<file path="config.mk">
export PLATFORM = sky130hd
export DESIGN_NAME = key_debounce
export DESIGN_NICKNAME = d
export VERILOG_FILES = /design/src/rtl/key_debounce.sv
export SDC_FILE = /design/constraint.sdc
export NUM_CORES = 1
export LEC_CHECK = 0
export CORE_MARGIN = 10
export CORE_UTILIZATION = 63
export DETAILED_ROUTE_END_ITERATION = 8
export GPL_TIMING_DRIVEN = 0
export HOLD_SLACK_MARGIN = 0.03
export PLACE_DENSITY = 0.81
export SLEW_MARGIN = 25
export SYNTH_ARGS = -nofsm -noshare
export SYNTH_HDL_FRONTEND = slang
export SYNTH_SLANG_ARGS = --single-unit
</file>
<file path="constraint.sdc">
create_clock -name clk -period 2.4 [get_ports clk]
set_input_delay 0.36 -clock clk [delete_from_list [all_inputs] [get_ports clk]]
set_output_delay 0.36 -clock clk [all_outputs]
set_load 0.05 [all_outputs]
</file>
<file path="src/rtl/key_debounce.sv">
// key_debounce: three independent push-button debouncers.
// Each raw key is synchronized with two flops. A per-key state machine then
// requires CNT_MAX consecutive stable samples before it changes the debounced
// level. A one-cycle key_press pulse is emitted on every accepted press.
// Optional feature (macro KEY_REPEAT_EN): key2 auto-repeats while held. After
// REPEAT_DELAY cycles in HELD its level dips for one cycle and a fresh pulse
// follows. Further dips follow every REPEAT_PERIOD cycles.
// Without KEY_REPEAT_EN no repeat logic is built.

module key_debounce #(
    parameter int CNT_MAX       = 1000000,
    parameter int REPEAT_DELAY  = 25000000,
    parameter int REPEAT_PERIOD = 10000000
) (
    input  logic       clk,
    input  logic       rst_n,
    input  logic [2:0] key_raw,
    output logic       key1_in,
    output logic       key2_in,
    output logic       key3_in,
    output logic [2:0] key_press
);

    // Counter must hold the largest of the three timing parameters.
    localparam int MAX_AB   = (CNT_MAX > REPEAT_DELAY) ? CNT_MAX : REPEAT_DELAY;
    localparam int MAX_ALL  = (MAX_AB > REPEAT_PERIOD) ? MAX_AB : REPEAT_PERIOD;
    localparam int CNT_W    = $clog2(MAX_ALL + 1);

    localparam logic [CNT_W-1:0] CNT_SAT = '1;

    // The IDLE/HELD cycle that first sees the new level is itself one stable
    // sample. The wait state therefore needs CNT_MAX-1 more samples, which
    // ends when the counter would step onto CNT_MAX-1.
    localparam logic [CNT_W-1:0] WAIT_LAST = CNT_W'((CNT_MAX >= 2) ? CNT_MAX - 2 : 0);

`ifdef KEY_REPEAT_EN
    localparam logic [CNT_W-1:0] DELAY_LAST  = CNT_W'(REPEAT_DELAY - 1);
    localparam logic [CNT_W-1:0] PERIOD_LAST = CNT_W'(REPEAT_PERIOD - 1);
`endif

    typedef enum logic [1:0] {
        IDLE,
        PRESS_WAIT,
        HELD,
        RELEASE_WAIT
    } keyState_e;

    logic [2:0] sync1_q;
    logic [2:0] sync2_q;
    logic [2:0] keyLow;

    // Saturating increment so a long stable level can never wrap the count.
    function automatic logic [CNT_W-1:0] satInc(input logic [CNT_W-1:0] value);
        return (value == CNT_SAT) ? value : value + 1'b1;
    endfunction

    // Two-flop synchronizer; resets to the released (high) level.
    always_ff @(posedge clk or negedge rst_n) begin
        if (!rst_n) begin
            sync1_q <= 3'b111;
            sync2_q <= 3'b111;
        end else begin
            sync1_q <= key_raw;
            sync2_q <= sync1_q;
        end
    end

    assign keyLow = ~sync2_q;

    for (genvar k = 0; k < 3; k++) begin : gKey
        keyState_e        state_q;
        logic [CNT_W-1:0] cnt_q;
        logic             level_q;
        logic             pulse_q;
`ifdef KEY_REPEAT_EN
        localparam bit IS_REPEAT_KEY = (k == 1);
        logic          repeatDone_q;
`endif

        // Per-key debounce FSM with registered level and press pulse.
        always_ff @(posedge clk or negedge rst_n) begin
            if (!rst_n) begin
                state_q      <= IDLE;
                cnt_q        <= '0;
                level_q      <= 1'b0;
                pulse_q      <= 1'b0;
`ifdef KEY_REPEAT_EN
                repeatDone_q <= 1'b0;
`endif
            end else begin
                pulse_q <= 1'b0;
                case (state_q)
                    IDLE: begin
                        if (keyLow[k]) begin
                            state_q <= PRESS_WAIT;
                            cnt_q   <= '0;
                        end
                    end
                    PRESS_WAIT: begin
                        if (!keyLow[k]) begin
                            state_q <= IDLE;
                            cnt_q   <= '0;
                        end else if (cnt_q == WAIT_LAST) begin
                            state_q      <= HELD;
                            cnt_q        <= '0;
                            level_q      <= 1'b1;
                            pulse_q      <= 1'b1;
`ifdef KEY_REPEAT_EN
                            repeatDone_q <= 1'b0;
`endif
                        end else begin
                            cnt_q <= satInc(cnt_q);
                        end
                    end
                    HELD: begin
                        if (!keyLow[k]) begin
                            state_q      <= RELEASE_WAIT;
                            cnt_q        <= '0;
`ifdef KEY_REPEAT_EN
                            repeatDone_q <= 1'b0;
                        end else if (IS_REPEAT_KEY) begin
                            if (!level_q) begin
                                level_q <= 1'b1;
                                pulse_q <= 1'b1;
                                cnt_q   <= satInc(cnt_q);
                            end else if (cnt_q == (repeatDone_q ? PERIOD_LAST : DELAY_LAST)) begin
                                level_q      <= 1'b0;
                                cnt_q        <= '0;
                                repeatDone_q <= 1'b1;
                            end else begin
                                cnt_q <= satInc(cnt_q);
                            end
`endif
                        end
                    end
                    RELEASE_WAIT: begin
                        if (keyLow[k]) begin
                            state_q      <= HELD;
                            cnt_q        <= '0;
`ifdef KEY_REPEAT_EN
                            repeatDone_q <= 1'b0;
`endif
                        end else if (cnt_q == WAIT_LAST) begin
                            state_q <= IDLE;
                            cnt_q   <= '0;
                            level_q <= 1'b0;
                        end else begin
                            cnt_q <= satInc(cnt_q);
                        end
                    end
                    default: begin
                        state_q <= IDLE;
                        cnt_q   <= '0;
                        level_q <= 1'b0;
                    end
                endcase
            end
        end
    end

    assign key1_in   = gKey[0].level_q;
    assign key2_in   = gKey[1].level_q;
    assign key3_in   = gKey[2].level_q;
    assign key_press = {gKey[2].pulse_q, gKey[1].pulse_q, gKey[0].pulse_q};

endmodule

</file>
==> results.sh <==
export IMPL_relSlewSlack=0.443
export IMPL_wl_per_cell_um=17.6
export IMPL_synth_nets=602
export IMPL_cts_buffers=9
export IMPL_synth_top_family_by_area="simple AND/OR/NAND/NOR gates"
export IMPL_p_leak_uw=0.00241
export IMPL_ys_async_sr_fraction=1.00
export IMPL_drive_above_1_share=0.115
export IMPL_clock_fmax_mhz=413
export IMPL_synth_cell_types=67
export IMPL_tightestPinTransition_ps=828
export IMPL_clk_latency_ps=370
export IMPL_clkSinkCount=93
export IMPL_irDropWorstVdd_uv=383
export IMPL_grt_pass1_wl_mm=22.0
export IMPL_drv_cap=0
export IMPL_diodes=0
export IMPL_slew_viol_final=0
export IMPL_place_hpwl_mm=8.72
export IMPL_wl_mm=12.7
export IMPL_worstHoldPathType="reg2reg"
export IMPL_final_cells=724
export IMPL_worst_ep_required_time_ps=2660
export IMPL_nNetsFinal=625
export IMPL_synth_cells=591
export IMPL_antenna_found_initial=0
export IMPL_synth_adder_area_share=0.0139
export IMPL_powerDensity_mw_per_mm2=540
export IMPL_grt_overflow=0
export IMPL_violations="negative setup slack"
export IMPL_worst_slack_ps=-20.9
export IMPL_path_class="reg2reg"
export IMPL_cts_clk_slew_worst_paths_ps=110
export IMPL_clock_skew_final_ps=14.8
export IMPL_synth_seq_cells=93
export IMPL_yosys_area_share_simple=0.259
export IMPL_finalSetupViolCount=1
export IMPL_initial_core_util=0.653
export IMPL_synth_area_per_cell_um2=9.17
export IMPL_cts_root_buffer="clkbuf_8"
export IMPL_netlist_area_mm2=0.00542
export IMPL_post_route_util=0.717
export IMPL_vias=4890
export IMPL_seq_area_frac_synth=0.431
export IMPL_dieArea_mm2=0.0127
export IMPL_clock_path_buffers=2
export IMPL_drt_pre_antenna_iters=5
export IMPL_viasPerCell=6.75
export IMPL_dp_cells=707
export IMPL_cts_tree="yes"
export IMPL_ys_warn_count=0
export IMPL_finalSetupTns_ps=-20.9
export IMPL_grt_util_all_layers=0.201
export IMPL_crit_arrival_ps=2680
export IMPL_cts_setup_buffers=0
export IMPL_core_area_mm2=0.00830
export IMPL_gp_congestion=0.957
export IMPL_syn_to_final_growth_pct=9.79
export IMPL_grt_max_degree=73
export IMPL_post_route_period_util=1.01
export IMPL_grt_pass1_vias=4686
export IMPL_endpoint_kind="register"
export IMPL_drc=0
export IMPL_rows=33
export IMPL_cp_start_kind="register"
export IMPL_drt_iter0_markers=519
export IMPL_antenna_left=0
export IMPL_whs_ps=363
export IMPL_synth_edf_count=0
export IMPL_cp_max_fo=7
export IMPL_die_w_um=113
export IMPL_final_area_mm2=0.00595
export IMPL_min_period_ps=2420
export IMPL_rsz0062_at_grt="yes"
export IMPL_portBuffers=10
export IMPL_hold_viol_final=0
export IMPL_fp_dieH_um=113
export IMPL_cts_max_level=3
export IMPL_status="complete, but fails checks"
export IMPL_muxShareOfSynthArea=0.00185
export IMPL_synth_compound_area_share=0.198
export IMPL_synth_top_flop_cell="dfrtp_1"
export IMPL_synth_xor_area_frac=0.0485
export IMPL_fillers=622
export IMPL_dpl_instance_area_mm2=0.00568
export IMPL_io_pins=11
==> kinds of logic (layout without fill, tap and decap cells) <==
| family | after synthesis | in the layout |
|---|---|---|
| AOI/OAI and AO/OA | 153 | 153 |
| and+or+nand+nor | 251 | 251 |
| xor gates and xnor gates | 30 | 30 |
| buffers and inverters | 57 | 85 |
| DFF | 93 | 93 |
| adders and majority gates | 6 | 6 |
| muxes | 1 | 1 |
==> metal layers <==
metal | part of all wire | vias to the layer above | GRT usage
li1 | - | 2283 | -
met4 | 0.018 | 0 | 0.0914
met3 | 0.056 | 29 | 0.0259
met2 | 0.48 | 195 | 0.319
met5 | 0 | - | 0
met1 | 0.45 | 2383 | 0.268
==> cell usage after synthesis (6+ instances only) <==
cell type / number / area, um2
nand3_1: 37 / 185
nand2_1: 44 / 165
inv_1: 22 / 82.6
o21ai_0: 23 / 115
o31ai_1: 6 / 45.0
xnor2_1: 30 / 263
and3_1: 13 / 81.3
nand4_1: 20 / 125
a211oi_1: 13 / 97.6
ha_1: 6 / 75.1
and4_1: 13 / 114
a31oi_1: 25 / 156
buf_4: 7 / 52.6
or4_1: 8 / 60.1
buf_2: 13 / 65.1
a41oi_1: 7 / 61.3
dfstp_2: 6 / 158
nor4_1: 10 / 62.6
dfrtp_1: 87 / 2180
a21oi_1: 27 / 135
o211ai_1: 11 / 82.6
nor2_1: 50 / 188
clkbuf_1: 13 / 48.8
nor3_1: 11 / 55.1
a2111oi_0: 7 / 61.3
==> where the power goes <==
group / switching [uW] / internal, uW / leakage (uW)
sequential: 43.0 / 1620 / 0.00127
clock: 626 / 509 / 0.000106
combinational: 294 / 126 / 0.00104
total: 963 / 2250 / 0.00241
==> cell type report <==
cell class                 count  area (um2)  area share
buffer                        35         179      0.0301
clock inverter                 7        88.8      0.0149
tap                          105         131      0.0221
timing repair buffer          12         139      0.0233
inverter                      22        82.6      0.0139
multi-input combinational    441        2870       0.483
sequential                    93        2330       0.392
clock buffer                   9         124      0.0208
==> flip-flops by register name, summed over array words and instances, names as in the netlist, named ones only <==
signal and count:
gKey.cnt_q 75, gKey.pulse_q 3, gKey.state_q 3, key1_in 1, key2_in 1, key3_in 1, sync1_q 3, sync2_q 3
==> placed cells by master (no fill, tap or decap), types with 11 or more instances in the layout <==
master and n:
dfrtp_1 87, nor2_1 49, nand2_1 44, nand3_1 37
xnor2_1 29, a21oi_1 27, a31oi_1 25, o21ai_0 23
inv_1 22, nand4_1 20, buf_2 13, and3_1 13
and4_1 13, a211oi_1 13, nor3_1 11, o211ai_1 11
==> through the flow <==
| step | power, uW | setup WS, ps |
|---|---|---|
| 6_report | 3210 | -20.9 |
| 5_1_grt | 3340 | -147 |
| 4_1_cts | 3210 | 23.1 |
| 3_5_place_dp | 2090 | 13.6 |
| 3_3_place_gp | 2070 | -2320 |
| 2_1_floorplan | 1940 | 423 |
==> critical path, stage by stage (launching register included) <==
cell,delay (ps)
dfrtp_1,380
clkbuf_1,200
nor4b_1,380
nand4_1,220
o311ai_1,740
nor4_1,130
a211o_1,260
==> worst paths after layout <==
kind	endpoint	cells past startpoint	slack, ps	startpoint
worst max-delay path	gKey[1].cnt_q[22]	6	-20	gKey[1].cnt_q[15]
worst min-delay path	sync2_q[2]	0	360	sync1_q[2]
worst max register to register	gKey[1].cnt_q[22]	6	-20	gKey[1].cnt_q[15]
worst min register to register	sync2_q[2]	0	360	sync1_q[2]
max in group asynchronous	sync1_q[1]	3	1360	rst_n
min in group asynchronous	key1_in	2	390	rst_n
==> repair_timing <==
action / CTS / global route
gates resized for setup: 1 / 14
endpoints found under the setup margin: 8 / 49
hold buffers: 1 / 0
endpoints found under the hold margin: 19 / 0
(Power assumes the default switching activity.)
